--- config.mk ---
export PLATFORM = sky130hd
export DESIGN_NAME = conv_stream_tx_flat
export DESIGN_NICKNAME = d
export VERILOG_FILES = /design/src/rtl/conv_stream_tx_if.sv /design/src/rtl/conv_stream_tx.sv /design/src/flat_wrapper.sv
export SDC_FILE = /design/constraint.sdc
export NUM_CORES = 1
export LEC_CHECK = 0
export BUFFER_PORTS_ARGS = -buffer_cell sky130_fd_sc_hd__clkbuf_2
export CORE_MARGIN = 2
export CORE_UTILIZATION = 50
export DETAILED_ROUTE_END_ITERATION = 16
export PLACE_DENSITY = 0.68
export SLEW_MARGIN = 30
export SYNTH_ARGS = -nofsm -noshare
export SYNTH_HDL_FRONTEND = slang
export SYNTH_SLANG_ARGS = --single-unit
--- constraint.sdc ---
create_clock -name clk -period 3.65 [get_ports clk]
set_clock_uncertainty 0.15 [all_clocks]
set_input_delay 0.365 -clock clk [delete_from_list [all_inputs] [get_ports clk]]
set_output_delay 0.365 -clock clk [all_outputs]
set_load 0.02 [all_outputs]
--- src/rtl/conv_stream_tx_if.sv ---
// conv_stream_tx_if: configuration, launch, serial stream and result signals
// shared between a host (master) and the conv_stream_tx streamer (slave).
interface conv_stream_tx_if;
  logic        cfg_we;
  logic [6:0]  cfg_addr;
  logic [3:0]  cfg_data;
  logic        start;
  logic        filter_valid;
  logic        image_valid;
  logic [3:0]  in_data;
  logic        out_valid;
  logic [15:0] out_data;
  logic        res_valid;
  logic [3:0]  res_idx;
  logic [15:0] res_data;
  logic        busy;
  logic        done;
  logic        err;

  modport master (
    output cfg_we, cfg_addr, cfg_data, start, out_valid, out_data,
    input  filter_valid, image_valid, in_data, res_valid, res_idx, res_data,
           busy, done, err
  );

  modport slave (
    input  cfg_we, cfg_addr, cfg_data, start, out_valid, out_data,
    output filter_valid, image_valid, in_data, res_valid, res_idx, res_data,
           busy, done, err
  );
endinterface

--- src/rtl/conv_stream_tx.sv ---
// conv_stream_tx: holds 10 filter taps and 64 image pixels (4-bit each),
// streams them serially to a convolution engine on start, then collects
// 16 results and forwards each with its index.
// Optional feature macro: CONV_STREAM_TX_TIMEOUT_EN -- abort with an err
// pulse after 32 result-less cycles in WAIT; when undefined WAIT waits
// forever and err stays 0.
module conv_stream_tx (
  input  logic           clk,
  input  logic           rst_n,
  conv_stream_tx_if.slave bus
);

  typedef enum logic [2:0] {IDLE, FILT, IMG, WAIT, COLL} state_t;

  state_t      state;
  logic [3:0]  mem [0:73];
  logic [6:0]  cnt;
  logic [3:0]  rcnt;
  logic        fv_q;
  logic        iv_q;
  logic [3:0]  in_data_q;
  logic        busy_q;
  logic        done_q;
  logic        res_vld_p1;
  logic [3:0]  res_idx_p1;
  logic [15:0] res_data_p1;
`ifdef CONV_STREAM_TX_TIMEOUT_EN
  logic [4:0]  tcnt;
  logic        err_q;
`endif

  // Tap/pixel buffer: writable only while idle; reset clears it so a run
  // after reset without reload streams zeros.
  always_ff @(posedge clk or negedge rst_n) begin
    if (!rst_n) begin
      for (int i = 0; i < 74; i++) mem[i] <= '0;
    end else if (bus.cfg_we && !busy_q && (bus.cfg_addr <= 7'd73)) begin
      mem[bus.cfg_addr] <= bus.cfg_data;
    end
  end

  // Sequencer: streams taps then pixels back to back, then gathers results.
  always_ff @(posedge clk or negedge rst_n) begin
    if (!rst_n) begin
      state       <= IDLE;
      cnt         <= '0;
      rcnt        <= '0;
      fv_q        <= 1'b0;
      iv_q        <= 1'b0;
      in_data_q   <= '0;
      busy_q      <= 1'b0;
      done_q      <= 1'b0;
      res_vld_p1  <= 1'b0;
      res_idx_p1  <= '0;
      res_data_p1 <= '0;
`ifdef CONV_STREAM_TX_TIMEOUT_EN
      tcnt        <= '0;
      err_q       <= 1'b0;
`endif
    end else begin
      done_q     <= 1'b0;
      res_vld_p1 <= 1'b0;
`ifdef CONV_STREAM_TX_TIMEOUT_EN
      err_q      <= 1'b0;
`endif
      case (state)
        IDLE: begin
          // A start landing on the done beat belongs to the finished run.
          if (bus.start && !done_q) begin
            state     <= FILT;
            fv_q      <= 1'b1;
            in_data_q <= mem[0];
            cnt       <= 7'd1;
            rcnt      <= '0;
            busy_q    <= 1'b1;
          end
        end
        FILT: begin
          in_data_q <= mem[cnt];
          cnt       <= cnt + 7'd1;
          if (cnt == 7'd10) begin
            fv_q  <= 1'b0;
            iv_q  <= 1'b1;
            state <= IMG;
          end
        end
        IMG: begin
          if (cnt == 7'd74) begin
            iv_q      <= 1'b0;
            in_data_q <= '0;
            state     <= WAIT;
`ifdef CONV_STREAM_TX_TIMEOUT_EN
            tcnt      <= '0;
`endif
          end else begin
            in_data_q <= mem[cnt];
            cnt       <= cnt + 7'd1;
          end
        end
        WAIT, COLL: begin
          if (bus.out_valid) begin
            // Result stage p1: one-cycle forward of the engine result.
            res_vld_p1  <= 1'b1;
            res_data_p1 <= bus.out_data;
            res_idx_p1  <= rcnt;
            state       <= COLL;
            if (rcnt == 4'd15) begin
              done_q <= 1'b1;
              busy_q <= 1'b0;
              rcnt   <= '0;
              state  <= IDLE;
            end else begin
              rcnt <= rcnt + 4'd1;
            end
          end
`ifdef CONV_STREAM_TX_TIMEOUT_EN
          else if (state == WAIT) begin
            if (tcnt == 5'd31) begin
              err_q  <= 1'b1;
              busy_q <= 1'b0;
              state  <= IDLE;
            end else begin
              tcnt <= tcnt + 5'd1;
            end
          end
`endif
        end
        default: begin
          state  <= IDLE;
          busy_q <= 1'b0;
        end
      endcase
    end
  end

  assign bus.filter_valid = fv_q;
  assign bus.image_valid  = iv_q;
  assign bus.in_data      = in_data_q;
  assign bus.res_valid    = res_vld_p1;
  assign bus.res_idx      = res_idx_p1;
  assign bus.res_data     = res_data_p1;
  assign bus.busy         = busy_q;
  assign bus.done         = done_q;
`ifdef CONV_STREAM_TX_TIMEOUT_EN
  assign bus.err          = err_q;
`else
  assign bus.err          = 1'b0;
`endif

endmodule

--- src/flat_wrapper.sv ---
// flat-port wrapper written by rule: the top's interface ports become plain ports
module conv_stream_tx_flat 
  (clk, rst_n, bus_cfg_we, bus_cfg_addr, bus_cfg_data, bus_start, bus_out_valid, bus_out_data, bus_filter_valid, bus_image_valid, bus_in_data, bus_res_valid, bus_res_idx, bus_res_data, bus_busy, bus_done, bus_err);
  conv_stream_tx_if bus_i ();
  input  logic clk;
  input  logic rst_n;
  input wire logic [$bits(bus_i.cfg_we)-1:0] bus_cfg_we;
  input wire logic [$bits(bus_i.cfg_addr)-1:0] bus_cfg_addr;
  input wire logic [$bits(bus_i.cfg_data)-1:0] bus_cfg_data;
  input wire logic [$bits(bus_i.start)-1:0] bus_start;
  input wire logic [$bits(bus_i.out_valid)-1:0] bus_out_valid;
  input wire logic [$bits(bus_i.out_data)-1:0] bus_out_data;
  output wire logic [$bits(bus_i.filter_valid)-1:0] bus_filter_valid;
  output wire logic [$bits(bus_i.image_valid)-1:0] bus_image_valid;
  output wire logic [$bits(bus_i.in_data)-1:0] bus_in_data;
  output wire logic [$bits(bus_i.res_valid)-1:0] bus_res_valid;
  output wire logic [$bits(bus_i.res_idx)-1:0] bus_res_idx;
  output wire logic [$bits(bus_i.res_data)-1:0] bus_res_data;
  output wire logic [$bits(bus_i.busy)-1:0] bus_busy;
  output wire logic [$bits(bus_i.done)-1:0] bus_done;
  output wire logic [$bits(bus_i.err)-1:0] bus_err;
  assign bus_i.cfg_we = bus_cfg_we;
  assign bus_i.cfg_addr = bus_cfg_addr;
  assign bus_i.cfg_data = bus_cfg_data;
  assign bus_i.start = bus_start;
  assign bus_i.out_valid = bus_out_valid;
  assign bus_i.out_data = bus_out_data;
  assign bus_filter_valid = bus_i.filter_valid;
  assign bus_image_valid = bus_i.image_valid;
  assign bus_in_data = bus_i.in_data;
  assign bus_res_valid = bus_i.res_valid;
  assign bus_res_idx = bus_i.res_idx;
  assign bus_res_data = bus_i.res_data;
  assign bus_busy = bus_i.busy;
  assign bus_done = bus_i.done;
  assign bus_err = bus_i.err;
  conv_stream_tx u_core (.clk(clk), .rst_n(rst_n), .bus(bus_i));
endmodule
Word-level counts from Yosys, hierarchy flattened
Index checks and enable logic that the tools add are counted.
{"block": "word_totals", "reg_bits": 339}
{"block": "op_classes", "n_addsub": 2, "order_cmp": 4, "n_eq_ne": 13, "mux": 36, "bitwise_logic": 3, "n_reduce_logical": 21}
{"cell": "$bwmux W296", "count": 1}
{"cell": "$mux W4", "count": 8}
{"cell": "$bmux W4 S7", "count": 1}
{"cell": "$demux W4 S7", "count": 1}
{"cell": "$pmux W7 S3", "count": 1}
{"cell": "$ge A8 B8 Y1 const B", "count": 2}
{"cell": "$not A7 Y8", "count": 2}
{"cell": "$mux W3", "count": 5}
{"cell": "$mux W7", "count": 2}
{"cell": "$pmux W3 S4", "count": 1}
{"cell": "$pmux W4 S3", "count": 1}
{"cell": "$reduce_and A3 Y1", "count": 4}
{"cell": "$mux W1", "count": 11}
{"cell": "$lt A8 B1 Y1 const B", "count": 1}
{"cell": "$ne A2 B1 Y1 const B", "count": 4}
{"cell": "$pmux W4 S2", "count": 1}
{"cell": "$reduce_and A4 Y1", "count": 2}
{"cell": "$add A7 B1 Y7 const B", "count": 1}
{"cell": "$eq A7 B4 Y1 const B", "count": 1}
{"cell": "$eq A7 B7 Y1 const B", "count": 1}
{"cell": "$le A7 B7 Y1 const B", "count": 1}
{"cell": "$eq A3 B2 Y1 const B", "count": 2}
{"cell": "$reduce_bool A2 Y1", "count": 3}
{"cell": "$add A4 B1 Y4 const B", "count": 1}
{"cell": "other kinds (13)", "count": 21}

Longest topological paths before layout
{"block": "depth", "depth_word": 6, "depth_mapped": 9, "mapped_depth_nobuf": 6}

Least setup slack after synthesis
No wires, ideal clock.
{"block": "synth_timing", "path_kind": "register to register", "from": "reg u_core.cnt[0]", "to": "reg u_core.cnt[5]", "t_arrival_ns": 2.313, "required_time_ns": 3.369, "slack_ns": 1.056, "path_stages_with_launch": 10, "path_cell_list": "dfrtp_1 > buf_4 > buf_4 > buf_4 > clkinv_1 > ha_1 > a31o_2 > a2111oi_0 > xnor2_1 > nor2_1"}
{"block": "synth_via", "elab_chain_cells": 3}
{"element": "start, declared", "line": "conv_stream_tx.sv:17", "source": "logic [6:0] cnt;"}
{"element": "start signal, assigned", "line": "conv_stream_tx.sv:80", "source": "cnt <= cnt + 7'd1;"}
{"element": "start signal, assigned", "line": "conv_stream_tx.sv:97", "source": "cnt <= cnt + 7'd1;"}
{"element": "$add A7 B1 Y7 or $eq A7 B7 Y1 (tied branches)", "line": "conv_stream_tx.sv:80, conv_stream_tx.sv:97, conv_stream_tx.sv:88"}
{"element": "$mux W7 or $ne A2 B2 Y1 (tied branches)"}
{"element": "$pmux W7 S3 or $reduce_and A3 Y1 (tied branches)"}
Several ways; a longest one is shown, not always the timed one. The select of a mux whose other input is x is not followed.
A chain may end at the register's enable or synchronous reset.

Final worst setup path
{"block": "layout_timing", "from": "reg u_core.cnt[0]", "to": "reg u_core.in_data_q[3], in the netlist u_core.bus.in_data[3]"}
{"block": "layout_via", "elab_chain_cells": 6}
{"element": "$not A7 Y8 (not written as such)", "line": "conv_stream_tx.sv:79, conv_stream_tx.sv:96"}
{"element": "$bmux W4 S7", "line": "conv_stream_tx.sv:79, conv_stream_tx.sv:96"}
{"element": "$mux W4 (not written as such) (2 in series)", "line": "conv_stream_tx.sv:79, conv_stream_tx.sv:96"}
{"element": "$mux W4", "line": "conv_stream_tx.sv:88", "source": "if (cnt == 7'd74) begin"}
{"element": "$pmux W4 S3 (*)", "line": "conv_stream_tx.sv:66", "source": "case (state)"}
{"element": "end signal, assigned", "line": "conv_stream_tx.sv:72", "source": "in_data_q <= mem[0];"}
{"element": "end signal, assigned", "line": "conv_stream_tx.sv:79", "source": "in_data_q <= mem[cnt];"}
{"element": "end signal, assigned", "line": "conv_stream_tx.sv:96", "source": "in_data_q <= mem[cnt];"}
{"element": "end, declared", "line": "conv_stream_tx.sv:21", "source": "logic [3:0] in_data_q;"}
Mark *: on every way between the ends. The rest lies on a longest branch, timed or not. The select of a mux whose other input is x is not followed.

==> flow_summary.ini <==
[clock_network]
clock_latency_ps = 530
cts_setup_buffers = 0
cts-resized-gates = 0
cts_tree = built
path_clk_slew_ps = 60
cts.sinks = 339
cts_hold_buf = 17
htree_levels = 2
cts_made_buffers = 38
root_buffer = clkbuf_16
clockBufferDepth = 3

[pwr]
p_sw_share_pct = 29.5
p_leak_nw = 8.62
seq_power_share_pct = 43.0
power_mw = 10.3
power_density_mw_per_mm2 = 569
combPwrFrac_pct = 20.1
vdd_drop_max_mv = 0.399
p_int_mw = 7.25
switching_power_mw = 3.03
power_frac_clock_pct = 36.8

[setup_path]
critPathCaptureType = flip-flop
crit_type = reg -> reg
r2r_cells = 6
cp_num_buf_inv = 1
ff2ff_setup_slack_ps = 560
cp_slowest_stage_delay_ps = 780
crit_fanout = 38
r2r-end = u_core.bus.in_data[3]$_DFFE_PN0P_
arrival_ps = 3300
path_delay_family = compound AO/OA/AOI/OAI gates
cp_data_required_time_ps = 3870
slowest_stage = dfrtp_4
timing.rr.start = u_core.cnt[0]$_DFFE_PN0P_
cp-start-kind = flip-flop
path_cells = buf_12 > mux4_2 > a22oi_1 > o21ai_0 > a222oi_1 > o41ai_1

[min_path]
hold_path_class = in -> reg
min_from = bus_out_valid
holdPathEnd = u_core.state[2]$_DFFE_PN0P_
hold_depth = 3

[grt]
grt_pass1_wl_microns = 60300
globalRouteOverflowTotal = 0
grt_usage_pct = 23.5
antenna_found_initial = 4
grt_max_degree = 98
grt_pass1_vias = 10400

[drt]
viasPerCell = 6.07
antenna_left = 0
drc = 0
routed_wl_microns = 38700
first_pass_iters = 5
wl_per_cell_microns = 23.0
vias = 10200
drtIter0Drc = 910

[cells_and_area]
drive_gt1_share_pct = 40.1
fin_nets = 1285
fill_cells = 2530
area_growth_pct = 13.2
final_area_sq_mm = 0.0181
multi_input_area_sq_mm = 0.00709
mostFrequentLayoutCell = dfrtp_1
layout_common_cells = 337 x dfrtp_1, 302 x mux2_2, 99 x nand2_1
seq_area_sq_mm = 0.00849

[timing]
drv_slew = 0
finalSetupViolations = 0
finalSetupTns_ps = 0
slew_headroom_pct = 33.2
layout_min_cycle_time_ps = 3090
tightest_slew_ps = 977
max_clock_freq_ghz = 0.324
rsz0062_at_grt = no
finalWorstSetupSlack_ps = 562
finalCritPeriodShare_pct = 84.6
timing_hold_violations_final = 0

[die]
die_area_sq_mm = 0.0334
rows = 65
die_h_microns = 183
start_util_pct = 50.7
core_area_sq_mm = 0.0315
io_pins = 62
die_w_microns = 183

[yosys]
synth_seq_area_share_pct = 53.1
synth_edf_count = 0
yosys_register_bits = 339
synth_area_sq_mm = 0.0160
syn_nets = 1229
ys_top_cells_by_area = dfrtp_1 53%, mux2_2 21%, mux4_2 8.0%
syn_avg_cell_area_sq_um = 13.4
yosysTopAreaCell = dfrtp_1
synth.top_cell.area_share_pct = 53.1
synthArstFlopShare_pct = 100
ys.flop_type = dfrtp_1
yosysUniqueCellTypes = 62
synthCells = 1194
ys_warn_count = 0

[place]
pre_cts_ws_ps = 600
post-dp-hpwl_microns = 25000
gp_congestion = 0.847
io_buffers = 60
placed_cell_area_sq_mm = 0.0167

[run]
max_cap_violations = 0

[outcome]
status = complete, no violations
per-stage QoR:
step           util [%]  hold WS (ps)  instances
3_5_place_dp       52.9           272       1595
3_3_place_gp       52.9           281       1595
6_report           57.4          93.7       1680
4_1_cts            57.4          72.0       1678
2_1_floorplan         -         -80.6       1194
5_1_grt            57.4           106       1678
layout make-up:
type	instances	share of cell area (%)
Tap cell	402	2.78
Sequential cell	339	47.0
Timing Repair Buffer	101	4.00
Clock inverter	10	0.589
Clock buffer	56	6.25
Inverter	6	0.125
Antenna cell	2	0.0277
Multi-Input combinational cell	764	39.2
worst min-delay path, cell delays in order:
cell      delay (ps)
clkbuf_2         150
o31ai_1           90
a32o_1           120
layer usage:
layer	vias to the layer above	part of all wire, %	track usage [%]
met1	5293	44	32.2
li1	4471	-	-
met2	345	46	36.7
met4	4	3.1	8.32
met5	-	0.057	0
met3	85	7.4	6.09
power by group through the flow:
stage / clock network [mW] / registers (mW) / logic [mW]
finish: 3.79 / 4.42 / 2.07
global route: 4.01 / 4.47 / 2.22
CTS: 3.85 / 4.42 / 2.07
detailed placement: 0 / 4.49 / 2.05
global placement: 0 / 4.47 / 2.03
floorplan: 0 / 4.36 / 1.50
worst max-delay path by stage:
stage / start / end / cells past startpoint
final: u_core.cnt[0]$_DFFE_PN0P_ / u_core.bus.in_data[3]$_DFFE_PN0P_ / 6
after global routing: u_core.cnt[0]$_DFFE_PN0P_ / u_core.bus.in_data[3]$_DFFE_PN0P_ / 6
after global placement: u_core.cnt[0]$_DFFE_PN0P_ / u_core.bus.in_data[3]$_DFFE_PN0P_ / 6
after detailed placement: u_core.cnt[0]$_DFFE_PN0P_ / u_core.bus.in_data[3]$_DFFE_PN0P_ / 6
after CTS: u_core.cnt[0]$_DFFE_PN0P_ / u_core.bus.in_data[3]$_DFFE_PN0P_ / 6
after floorplan: u_core.cnt[0]$_DFFE_PN0P_ / u_core.cnt[5]$_DFFE_PN0P_ / 9
synth_stat cells (4+ instances only):
cell and instances:
inv_1 4, o21ai_0 16, nor3_1 13, and3_1 9
buf_2 11, mux2_2 302, nor2_1 77, nand2_1 99
a21oi_1 15, nand3b_1 5, a22oi_1 6, o41ai_1 5
nor2b_1 12, dfrtp_1 339, nand2b_1 13, buf_1 7
buf_4 5, o221ai_1 4, mux4_2 57, a222oi_1 4
o22ai_1 9, nand3_1 5, a2111oi_0 6, a211oi_1 5
clkbuf_1 59, mux2i_1 43
cell families after synthesis:
group           after synthesis  synth area share, %
other cells                   1               0.0235
flops                       339                 53.1
simple gates                252                 7.19
buf+inv                      91                 2.48
compound gates              101                 4.63
xor+xnor                      5                0.274
mux                         402                 32.0
fa+ha+maj                     3                0.235
sequential cells by signal, indices dropped and copies added (netlist names), 3 cells and up:
signal and cells:
u_core.bus.res_data 16, u_core.rcnt 4, u_core.bus.in_data 4, u_core.mem 296
u_core.state 3, u_core.bus.res_idx 4, u_core.cnt 7
Power figures use the tool's default switching activity.
